`config.mk`:
```
export PLATFORM = sky130hd
export DESIGN_NAME = pfu_flat
export DESIGN_NICKNAME = d
export VERILOG_FILES = /design/src/rtl/pfu_pkg.sv /design/src/rtl/pfu_if.sv /design/src/rtl/pfu_fifo.sv /design/src/rtl/pfu.sv /design/src/flat_wrapper.sv
export SDC_FILE = /design/constraint.sdc
export NUM_CORES = 1
export LEC_CHECK = 0
export CAP_MARGIN = 20
export CORE_MARGIN = 2
export CORE_UTILIZATION = 35
export CTS_CLUSTER_DIAMETER = 80
export CTS_CLUSTER_SIZE = 40
export DETAILED_ROUTE_END_ITERATION = 10
export HOLD_SLACK_MARGIN = 0.05
export SYNTH_ARGS = -nofsm -noshare
export SYNTH_HDL_FRONTEND = slang
export SYNTH_HIERARCHICAL = 1
export SYNTH_SLANG_ARGS = --single-unit
```
`constraint.sdc`:
```
create_clock -name clk_i -period 8.8 [get_ports clk_i]
set_input_delay 0.88 -clock clk_i [delete_from_list [all_inputs] [get_ports clk_i]]
set_output_delay 0.88 -clock clk_i [all_outputs]
set_load 0.05 [all_outputs]
```
`src/rtl/pfu_pkg.sv`:
```
// Core constants shared by the prefetch unit and the vectoring block.
// Holds the reset vector, the instruction width and the bus error encoding.
package pfu_pkg;

    localparam logic [31:0] RESET_VEC = 32'h0000_0000;
    localparam int          C_INSN_W  = 32;

    typedef enum logic {
        BUS_OK  = 1'b0,
        BUS_ERR = 1'b1
    } bus_err_e;

endpackage

```
`src/rtl/pfu_if.sv`:
```
// Instruction-bus and decode-stage signals of the prefetch unit.
// The master modport is the prefetch unit; the slave side is the bus plus the decoder.
interface pfu_if #(
    parameter int C_XLEN = 32
);
    import pfu_pkg::*;

    logic                ireqready_i;
    logic                ireqvalid_o;
    logic [C_XLEN-1:0]   ireqaddr_o;
    logic                irspvalid_i;
    logic [C_INSN_W-1:0] irspdata_i;
    logic                irsprerr_i;
    logic                ids_dav_o;
    logic                ids_ack_i;
    logic [C_INSN_W-1:0] ids_ins_o;
    logic [C_XLEN-1:0]   ids_pc_o;
    logic                ids_ferr_o;

    modport master (
        input  ireqready_i, irspvalid_i, irspdata_i, irsprerr_i, ids_ack_i,
        output ireqvalid_o, ireqaddr_o, ids_dav_o, ids_ins_o, ids_pc_o, ids_ferr_o
    );

    modport slave (
        output ireqready_i, irspvalid_i, irspdata_i, irsprerr_i, ids_ack_i,
        input  ireqvalid_o, ireqaddr_o, ids_dav_o, ids_ins_o, ids_pc_o, ids_ferr_o
    );

endinterface

```
`src/rtl/pfu_fifo.sv`:
```
// Synchronous instruction buffer with flush, occupancy count and first-word fall-through head.
// Depth must be a power of two so the pointers wrap naturally.
module pfu_fifo #(
    parameter int C_DEPTH = 4,
    parameter int C_WIDTH = 8
) (
    input  logic                     i_clk,
    input  logic                     i_rst_n,
    input  logic                     i_flush,
    input  logic                     i_wr,
    input  logic [C_WIDTH-1:0]       i_wdata,
    input  logic                     i_rd,
    output logic [C_WIDTH-1:0]       o_rdata,
    output logic                     o_empty,
    output logic [$clog2(C_DEPTH):0] o_count
);

    localparam int C_AW = $clog2(C_DEPTH);
    localparam int C_CW = C_AW + 1;
    localparam logic [C_CW-1:0] C_FULL = C_CW'(C_DEPTH);

    logic [C_WIDTH-1:0] r_mem [C_DEPTH];
    logic [C_AW-1:0]    r_wr_ptr;
    logic [C_AW-1:0]    r_rd_ptr;
    logic [C_CW-1:0]    r_count;
    logic               w_wr;
    logic               w_rd;

    assign o_empty = (r_count == '0);
    assign w_wr    = i_wr && !i_flush && (r_count != C_FULL);
    assign w_rd    = i_rd && !i_flush && !o_empty;
    assign o_rdata = r_mem[r_rd_ptr];
    assign o_count = r_count;

    // NOTE: the storage array has no reset; pointers and count alone decide which entries are live.
    always_ff @(posedge i_clk) begin
        if (w_wr) begin
            r_mem[r_wr_ptr] <= i_wdata;
        end
    end

    // NOTE: state flops use non-blocking assignments so every register samples pre-edge values.
    always_ff @(posedge i_clk or negedge i_rst_n) begin
        if (!i_rst_n) begin
            r_wr_ptr <= '0;
            r_rd_ptr <= '0;
            r_count  <= '0;
        end else if (i_flush) begin
            r_wr_ptr <= '0;
            r_rd_ptr <= '0;
            r_count  <= '0;
        end else begin
            if (w_wr) r_wr_ptr <= r_wr_ptr + C_AW'(1);
            if (w_rd) r_rd_ptr <= r_rd_ptr + C_AW'(1);
            case ({w_wr, w_rd})
                2'b10:   r_count <= r_count + C_CW'(1);
                2'b01:   r_count <= r_count - C_CW'(1);
                default: r_count <= r_count;
            endcase
        end
    end

endmodule

```
`src/rtl/pfu.sv`:
```
// Prefetch unit: issues word fetches, buffers in-order responses for decode, and handles redirects.
// Buffer space is reserved per outstanding request, so a response always finds a free entry.
module pfu
    import pfu_pkg::*;
#(
    parameter int                C_XLEN       = 32,
    parameter int                C_FIFO_DEPTH = 4,
    parameter logic [C_XLEN-1:0] C_RESET_VEC  = C_XLEN'(RESET_VEC)
) (
    input  logic              clk_i,
    input  logic              resetb_i,
    input  logic              clk_en_i,
    output logic              pc_ready_o,
    input  logic              pc_wr_i,
    input  logic [C_XLEN-1:0] pc_i,
    pfu_if.master             bus
);

    localparam int C_AW = $clog2(C_FIFO_DEPTH);
    localparam int C_CW = C_AW + 1;
    localparam int C_IW = C_CW + 1;
    localparam int C_EW = 1 + C_XLEN + C_INSN_W;
    localparam logic [C_IW-1:0] C_DEPTH_V = C_IW'(C_FIFO_DEPTH);

    logic              r_fetch_en;
    logic [C_XLEN-1:0] r_fetch_pc;
    logic [C_XLEN-1:0] r_rsp_pc;
    logic [C_CW-1:0]   r_outstanding;
    logic [C_CW-1:0]   r_discard_cnt;

    logic [C_CW-1:0]   w_fifo_count;
    logic [C_IW-1:0]   w_inflight;
    logic [C_CW-1:0]   w_outst_next;
    logic              w_req_valid;
    logic              w_req_xfer;
    logic              w_redirect;
    logic              w_rsp_keep;
    logic              w_rsp_drop;
    logic              w_fifo_wr;
    logic              w_fifo_rd;
    logic              w_fifo_empty;
    logic [C_EW-1:0]   w_wdata;
    logic [C_EW-1:0]   w_rdata;
    logic [C_XLEN-1:0] w_new_pc;

    // Entries already buffered plus responses still owed must leave room for one more.
    assign w_inflight   = {1'b0, w_fifo_count} + {1'b0, r_outstanding};
    assign w_req_valid  = r_fetch_en && (w_inflight < C_DEPTH_V);
    assign pc_ready_o   = !w_req_valid || bus.ireqready_i;

    assign w_req_xfer   = clk_en_i && w_req_valid && bus.ireqready_i;
    assign w_redirect   = clk_en_i && pc_wr_i && pc_ready_o;
    assign w_rsp_drop   = clk_en_i && bus.irspvalid_i && (r_discard_cnt != '0);
    assign w_rsp_keep   = clk_en_i && bus.irspvalid_i && (r_discard_cnt == '0);
    assign w_fifo_wr    = w_rsp_keep && !w_redirect;
    assign w_fifo_rd    = clk_en_i && bus.ids_ack_i && !w_fifo_empty && !w_redirect;
    assign w_outst_next = r_outstanding + C_CW'(w_req_xfer) - C_CW'(bus.irspvalid_i);
    assign w_new_pc     = pc_i & ~C_XLEN'(3);
    assign w_wdata      = {bus.irsprerr_i, r_rsp_pc, bus.irspdata_i};

    assign bus.ireqvalid_o = w_req_valid;
    assign bus.ireqaddr_o  = r_fetch_pc;
    assign bus.ids_dav_o   = !w_fifo_empty;
    assign bus.ids_ins_o   = w_rdata[C_INSN_W-1:0];
    assign bus.ids_pc_o    = w_rdata[C_INSN_W +: C_XLEN];
    assign bus.ids_ferr_o  = (bus_err_e'(w_rdata[C_EW-1]) == BUS_ERR);

    always_ff @(posedge clk_i or negedge resetb_i) begin
        if (!resetb_i) begin
            r_fetch_en    <= 1'b0;
            r_fetch_pc    <= C_RESET_VEC;
            r_rsp_pc      <= C_RESET_VEC;
            r_outstanding <= '0;
            r_discard_cnt <= '0;
        end else if (clk_en_i) begin
            r_fetch_en    <= 1'b1;
            r_outstanding <= w_outst_next;
            if (w_redirect) begin
                // Every response still owed after this edge belongs to the old stream.
                r_fetch_pc    <= w_new_pc;
                r_rsp_pc      <= w_new_pc;
                r_discard_cnt <= w_outst_next;
            end else begin
                if (w_req_xfer) r_fetch_pc    <= r_fetch_pc + C_XLEN'(4);
                if (w_rsp_keep) r_rsp_pc      <= r_rsp_pc + C_XLEN'(4);
                if (w_rsp_drop) r_discard_cnt <= r_discard_cnt - C_CW'(1);
            end
        end
    end

    pfu_fifo #(
        .C_DEPTH (C_FIFO_DEPTH),
        .C_WIDTH (C_EW)
    ) u_fifo (
        .i_clk   (clk_i),
        .i_rst_n (resetb_i),
        .i_flush (w_redirect),
        .i_wr    (w_fifo_wr),
        .i_wdata (w_wdata),
        .i_rd    (w_fifo_rd),
        .o_rdata (w_rdata),
        .o_empty (w_fifo_empty),
        .o_count (w_fifo_count)
    );

endmodule

```
`src/flat_wrapper.sv`:
```
// flat-port wrapper written by rule: the top's interface ports become plain ports
module pfu_flat import pfu_pkg::*;
#(
    parameter int                C_XLEN       = 32,
    parameter int                C_FIFO_DEPTH = 4,
    parameter logic [C_XLEN-1:0] C_RESET_VEC  = C_XLEN'(RESET_VEC)
)
  (clk_i, resetb_i, clk_en_i, pc_ready_o, pc_wr_i, pc_i, bus_ireqready_i, bus_irspvalid_i, bus_irspdata_i, bus_irsprerr_i, bus_ids_ack_i, bus_ireqvalid_o, bus_ireqaddr_o, bus_ids_dav_o, bus_ids_ins_o, bus_ids_pc_o, bus_ids_ferr_o);
  pfu_if #(.C_XLEN(C_XLEN)) bus_i ();
  input  logic clk_i;
  input  logic resetb_i;
  input  logic clk_en_i;
  output logic pc_ready_o;
  input  logic pc_wr_i;
  input  logic [C_XLEN-1:0] pc_i;
  input wire logic [$bits(bus_i.ireqready_i)-1:0] bus_ireqready_i;
  input wire logic [$bits(bus_i.irspvalid_i)-1:0] bus_irspvalid_i;
  input wire logic [$bits(bus_i.irspdata_i)-1:0] bus_irspdata_i;
  input wire logic [$bits(bus_i.irsprerr_i)-1:0] bus_irsprerr_i;
  input wire logic [$bits(bus_i.ids_ack_i)-1:0] bus_ids_ack_i;
  output wire logic [$bits(bus_i.ireqvalid_o)-1:0] bus_ireqvalid_o;
  output wire logic [$bits(bus_i.ireqaddr_o)-1:0] bus_ireqaddr_o;
  output wire logic [$bits(bus_i.ids_dav_o)-1:0] bus_ids_dav_o;
  output wire logic [$bits(bus_i.ids_ins_o)-1:0] bus_ids_ins_o;
  output wire logic [$bits(bus_i.ids_pc_o)-1:0] bus_ids_pc_o;
  output wire logic [$bits(bus_i.ids_ferr_o)-1:0] bus_ids_ferr_o;
  assign bus_i.ireqready_i = bus_ireqready_i;
  assign bus_i.irspvalid_i = bus_irspvalid_i;
  assign bus_i.irspdata_i = bus_irspdata_i;
  assign bus_i.irsprerr_i = bus_irsprerr_i;
  assign bus_i.ids_ack_i = bus_ids_ack_i;
  assign bus_ireqvalid_o = bus_i.ireqvalid_o;
  assign bus_ireqaddr_o = bus_i.ireqaddr_o;
  assign bus_ids_dav_o = bus_i.ids_dav_o;
  assign bus_ids_ins_o = bus_i.ids_ins_o;
  assign bus_ids_pc_o = bus_i.ids_pc_o;
  assign bus_ids_ferr_o = bus_i.ids_ferr_o;
  pfu #(.C_XLEN(C_XLEN), .C_FIFO_DEPTH(C_FIFO_DEPTH), .C_RESET_VEC(C_RESET_VEC)) u_core (.clk_i(clk_i), .resetb_i(resetb_i), .clk_en_i(clk_en_i), .pc_ready_o(pc_ready_o), .pc_wr_i(pc_wr_i), .pc_i(pc_i), .bus(bus_i));
endmodule
```
==> results.md, run 1 <==
* Status: finished clean
* Setup TNS at 0 ns
* Initial antenna violation count at 0
* Setup Crit Path Kind: reg -> out
* Clock slew at reported path FFs at 0.11 ns
* Multiplexer share of the synthesized area at 10.9%
* Gp weighted congestion at 0.818
* Ys Warns at 6
* Root Buffer: clkbuf_16
* Remaining global-route overflow at 0
* PwrDens at 270 nW/um^2
* Layout area overhead at 21.7%
* Power, Total at 4.54 mW
* Clock sink count at 334
* Chip width at 203 microns
* Starting DRC count in detailed routing at 538
* Synthesis-stage register bit count at 334
* Maxcap violations at 0
* DR vias/cell at 5.14
* Primary FF master, synth: edfxtp_1
* Num ports at 172
* Vias in the first global route at 7,939
* Worst path required time at 7.92 ns
* CP arrival at 3.51 ns
* Drt pass-1 iters at 5
* Synth Area in Simple Gates at 7.91%
* H-tree depth at 1
* Core area at 38,800 sq um
* Compound-cell area share of the yosys netlist at 5.06%
* Ys async rst share at 22.2%
* First-pass GRT wire length at 47,100 microns
* TritonCTS Buffers at 18
* Final hold viol count at 0
* GRT Util Overall at 14.7%
* Layout cell share with drive strength beyond 1 at 12.7%
* Post-Route WL at 30,100 microns
* Slowest cell delay on critical path at 0.82 ns
* Synth cell count leaders: edfxtp_1 (260), dfrtp_1 (74), mux4_2 (65), nand2_1 (46), a21oi_1 (42)
* Post-synthesis adder-cell area fraction at 1.38%
* Non-Filler Instances at 1,535
* Critical path's slowest cell: buf_4
* EDFF count, synth at 260
* CTS Hold Bufs at 0
* Critical Path, Cell by Cell: buf_4 > mux4_2 > clkdlybuf4s50_1
* Hpwl dp at 18,800 microns
* CTS tree: built
* Layout Skew at 0.0335 ns
* Worst Reg-to-Reg Cells at 8
* Leak at 5.48 nW
* Initial Util at 35.6%
* Worst skew pair latency at 0.54 ns
* RSZ-0062 raised after global routing: false
* Via count at 7,892
* Minimum clock period at 4.39 ns
* Post-Synthesis Cells at 840
* Synth area leaders: edfxtp_1 (57%), dfrtp_1 (13%), mux4_2 (11%), xor2_1 (2.2%), a21oi_1 (1.5%)
* Post-CTS setup buffer count at 0
* Min-delay worst type: in -> async
* Post-synthesis sequential area ratio at 70.0%
* R2r setup slk at 4.55 ns
* Residual DRC at 0
* Crit end category: primary output
* Final Max Tran Viols at 0
* PortBufs at 167
* Maximum VDD drop at 260 uV
* Die area at 41,000 sq um
* DR WL/cell at 19.6 microns
* Post-synthesis xor/xnor area fraction at 2.79%
* Largest family of logic cells by synthesized area: multiplexers
* Worst-path fanout max at 45
* F_max at 0.228 GHz
* Ant diodes at 0
* Synth cell types at 64
* PostCTS Resize Cnt at 0
* Most area-hungry cell type in the Yosys netlist: edfxtp_1
* Layout Nets at 1,091
* Endpoints failing setup at 0
* Final ANT Viol Nets at 0
* RR Endpoint: u_core/u_fifo/r_mem[2][4]$_DFFE_PP_
* Placed insts at 1,503
* Num rows at 72
* Critical Path Source: u_core/u_fifo/r_rd_ptr[0]$_DFFE_PN0P_
* Reg-to-Reg Start: u_core/u_fifo/o_count[2]$_DFFE_PN0P_
* Slew Limit Headroom at 29.3%
* Largest net degree at the start of global routing at 78
* Worst-margin pin slew at 1.05 ns
* Die height at 203 microns
* Post-synthesis cell area at 13,800 sq um
* Top-count cell post-synth: edfxtp_1
* Worst Setup Start Kind: flop
* CTS max path bufs at 3
* Syn avg cell area at 16.4 sq um
* Synth top area share at 56.6%
* Final worst-path cycle share at 49.9%
-- worst max path at each step --
stage | to
final | bus_ids_pc_o[30]
after global routing | bus_ids_pc_o[13]
after CTS | bus_ids_pc_o[13]
after global placement | u_core/u_fifo/r_mem[2][30]$_DFFE_PP_
after floorplan | u_core/u_fifo/o_count[1]$_DFFE_PN0P_
after detailed placement | u_core/u_fifo/r_mem[2][26]$_DFFE_PP_
-- report_power, final --
group / leakage, nW / internal, mW / switching [mW] / total, mW
sequential: 3.20 / 1.94 / 0.283 / 2.23
combinational: 1.93 / 0.468 / 0.767 / 1.23
clock: 0.350 / 0.483 / 0.597 / 1.08
-- state kept, by name, indices dropped and copies added, names as in the netlist --
signal	cells
u_core/r_rsp_pc	30
u_core/u_fifo/r_mem	260
u_core/u_fifo/r_rd_ptr	2
u_core/r_fetch_en	1
u_core/r_discard_cnt	3
u_core/bus.ireqaddr_o	30
u_core/r_outstanding	3
u_core/u_fifo/r_wr_ptr	2
u_core/u_fifo/o_count	3
-- through the flow --
stage | hold WS (ns) | utilization, % | area, sq um | setup WS [ns]
finish | 0.478 | 43.3 | 16800 | 4.41
global route | 0.508 | 43.3 | 16800 | 4.09
CTS | 0.492 | 43.3 | 16800 | 4.23
detailed placement | 0.464 | 41.3 | 16000 | 4.18
global placement | 0.464 | 41.3 | 16000 | 4.19
floorplan | 0.446 | - | 13800 | 5.18
-- worst max-delay path, delay by kind of cell, from the launching register on --
family,cells,cell delay (ns)
buffers and inverters,2,1.60
muxes,1,0.60
DFF,1,0.76
-- cells in the final DEF, fill, tap and decap left out, types with 3 or more instances in the layout --
master / n
a211oi_1: 3
a21oi_1: 42
a31o_2: 3
a31oi_1: 5
and2_1: 3
and2_4: 4
and3_1: 10
and4_1: 4
buf_4: 11
clkbuf_16: 19
clkdlybuf4s50_1: 166
clkinv_16: 5
conb_1: 10
dfrtp_1: 72
edfxtp_1: 260
ha_1: 12
inv_1: 19
inv_12: 3
mux4_2: 65
nand2_1: 46
nand2b_1: 3
nand3_1: 35
nand4_1: 27
nand4b_1: 4
nor2_1: 40
nor3_1: 8
o211ai_1: 6
o21a_1: 5
o21ai_0: 24
o22ai_1: 3
o311ai_0: 4
or4_1: 4
xnor2_1: 9
xor2_1: 35
-- cells by family after synthesis --
group / after synthesis
AO/OA/AOI/OAI: 112
XOR/XNOR: 44
adder cells (fa/ha/maj): 14
buffers and inverters: 61
flip-flops: 334
multiplexers: 69
other: 1
AND/OR/NAND/NOR: 205
-- final cells by class --
type / instances / area [sq um]
Tap cell: 518 / 648
Clock inverter: 13 / 272
Timing Repair Buffer: 177 / 1740
Multi-Input combinational cell: 454 / 3920
Clock buffer: 19 / 475
Inverter: 20 / 75.1
Fill cell: 3502 / 22000
Sequential cell: 334 / 9660
-- per-layer routing --
| metal | up-vias | global-route usage (%) | wire [microns] |
|---|---|---|---|
| met1 | 4002 | 21.8 | 14300 |
| met2 | 274 | 23.2 | 13600 |
| met3 | 22 | 2.50 | 1880 |
| met5 | - | 0 | 0 |
| met4 | 0 | 2.24 | 336 |
| li1 | 3594 | - | - |
Power figures use the tool's default switching activity.
==> run 2, diff against run 1 <==
==> constraint.sdc (replaced) <==
create_clock -name clk_i -period 4.5 [get_ports clk_i]
set_input_delay 0.45 -clock clk_i [delete_from_list [all_inputs] [get_ports clk_i]]
set_output_delay 0.45 -clock clk_i [all_outputs]
set_load 0.05 [all_outputs]
==> results.md, run 2 (synthesized netlist as in run 1, its figures left out) <==
* DR WL/cell at 20.0 microns (+1.7%)
* Post-Route WL at 30,700 microns (+2.1%)
* Worst skew pair latency at 0.53 ns (about the same)
* Remaining global-route overflow at 0 (unchanged)
* Placed Area at 16,200 sq um (+0.97%)
* DR vias/cell at 5.19 (+0.93%)
* Via count at 7,991 (+1.3%)
* Worst-path fanout max at 43 (-4.4%)
* Status: finished clean
* PwrDens at 514 nW/um^2 (+90%)
* Final hold viol count at 0 (unchanged)
* Largest net degree at the start of global routing at 77 (-1.3%)
* Design Area, Final at 16,800 sq um (about the same)
* Reg with most FFs: u_core/u_fifo/r_mem
* CP arrival at 4.09 ns (+0.58 ns)
* Num rows at 72 (unchanged)
* Chip width at 203 microns (unchanged)
* Initial antenna violation count at 0 (unchanged)
* Drt pass-1 iters at 5 (unchanged)
* Die area at 41,000 sq um (unchanged)
* Residual DRC at 0 (unchanged)
* Util after Layout at 43.2% (about the same)
* Setup Crit Path Kind: reg -> reg
* Leak at 5.48 nW (about the same)
* Max reg flops at 260 (unchanged)
* Hpwl dp at 19,900 microns (+6.0%)
* Setup TNS at 0 ns (unchanged)
* H-tree depth at 1 (unchanged)
* Critical Path, Cell by Cell: ha_1 > or4b_4 > o31ai_1 > and2_1 > inv_1 > a211oi_4 > and2_4 > buf_12
* Commonest cells after routing, fill and taps aside: edfxtp_1 (260), clkdlybuf4s50_1 (166), dfrtp_1 (72)
* Critical path's slowest cell: dfrtp_1
* Layout area overhead at 21.6% (about the same)
* Layout cell share with drive strength beyond 1 at 13.0% (+0.33 points)
* Starting DRC count in detailed routing at 523 (-2.8%)
* Commonest non-fill, non-tap cell in the layout: edfxtp_1
* PortBufs at 167 (unchanged)
* Worst-margin pin slew at 0.997 ns (-0.0561 ns)
* Worst path required time at 4.71 ns (-3.21 ns)
* TritonCTS Buffers at 16 (-2)
* Final worst-path cycle share at 86.2%
* Layout Nets at 1,098 (+0.64%)
* FILL cells at 3,461 (-1.2%)
* CTS max path bufs at 3 (unchanged)
* GRT Util Overall at 14.8% (+0.12 points)
* First-pass GRT wire length at 47,200 microns (+0.26%)
* Vias in the first global route at 7,978 (+0.49%)
* Clock sink count at 334 (unchanged)
* Maxcap violations at 0 (unchanged)
* Min-delay worst type: in -> async
* Die height at 203 microns (unchanged)
* Post-CTS setup buffer count at 0 (unchanged)
* Endpoints failing setup at 0 (unchanged)
* Slowest cell delay on critical path at 0.59 ns (-0.23 ns)
* RSZ-0062 raised after global routing: false
* Final ANT Viol Nets at 0 (unchanged)
* Num ports at 172 (unchanged)
* Root Buffer: clkbuf_16
* Clock slew at reported path FFs at 0.12 ns (about the same)
* Slew Limit Headroom at 33.1% (+3.8 points)
* CTS tree: built
* Worst Setup Start Kind: flop
* Gp weighted congestion at 0.837 (+2.3%)
* CTS Hold Bufs at 0 (unchanged)
* Worst Reg-to-Reg Cells at 8 (unchanged)
* PostCTS Resize Cnt at 0 (unchanged)
* F_max at 0.258 GHz
* Final Max Tran Viols at 0 (unchanged)
* Core area at 38,800 sq um (unchanged)
* Initial Util at 35.6% (unchanged)
* Minimum clock period at 3.88 ns
* Crit end category: flop
* Placed insts at 1,512 (+0.60%)
* Maximum VDD drop at 375 uV (+44%)
* Layout Skew at 0.0260 ns (-0.00752 ns)
* Power, Total at 8.63 mW (+90%)
* Ant diodes at 0 (unchanged)
* Non-Filler Instances at 1,540 (+0.33%)
[run 2: cell count changes in the layout (fill, tap and decap cells not counted), sizes merged]
| cell | previous run | this run |
|---|---|---|
| bufinv | 1 | 0 |
| clkinv | 6 | 3 |
| buf | 11 | 20 |
[run 2: final cells by class]
class,instances,area (sq um),share of cell area [%]
well taps,518,648,3.86
inverters,20,75.1,0.447
clock inverters,9,136,0.813
repair buffers,186,1900,11.3
multi-input cells,454,3920,23.3
clock buffers,19,443,2.64
flip-flops and latches,334,9660,57.6
[run 2: path summary, 6_finish.rpt]
kind | startpoint | end | slack, ns
worst min register to register | u_core/r_fetch_en$_DFFE_PN0P_ | u_core/r_fetch_en$_DFFE_PN0P_ | 0.50
worst max-delay path | u_core/u_fifo/o_count[2]$_DFFE_PN0P_ | u_core/u_fifo/r_mem[2][26]$_DFFE_PP_ | 0.62
worst min-delay path | resetb_i | u_core/r_outstanding[0]$_DFFE_PN0P_ | 0.09
min in group clk_i | u_core/r_fetch_en$_DFFE_PN0P_ | u_core/r_fetch_en$_DFFE_PN0P_ | 0.50
max in group asynchronous | resetb_i | u_core/u_fifo/r_rd_ptr[0]$_DFFE_PN0P_ | 3.69
worst max register to register | u_core/u_fifo/o_count[2]$_DFFE_PN0P_ | u_core/u_fifo/r_mem[2][26]$_DFFE_PP_ | 0.62
[run 2: where the power goes]
part / switching [mW] / internal, mW
logic: 1.51 / 0.926
clock network: 1.06 / 0.781
registers: 0.551 / 3.80
[run 2: metal layers]
metal	global-route usage, %	up-vias	routed length (microns)
met5	0	-	0
met4	2.29	0	372
met3	2.65	20	1830
met2	23.5	285	14200
met1	21.7	4083	14400
li1	-	3603	-
[run 2: through the flow]
stage          hold slack, ns  worst slack, ns
2_1_floorplan           0.154            0.911
3_3_place_gp            0.481            0.711
3_5_place_dp            0.478            0.646
4_1_cts                 0.111            0.625
5_1_grt                 0.150            0.413
6_report               0.0909            0.620
[run 2: worst max-delay path: cells and delay by family, from the launching register on]
family | cells | cell delay, ns
buffers and inverters | 2 | 0.50
AO/OA/AOI/OAI | 2 | 0.80
flip-flops | 1 | 0.59
AND/OR/NAND/NOR | 3 | 1.33
adder cells (fa/ha/maj) | 1 | 0.32
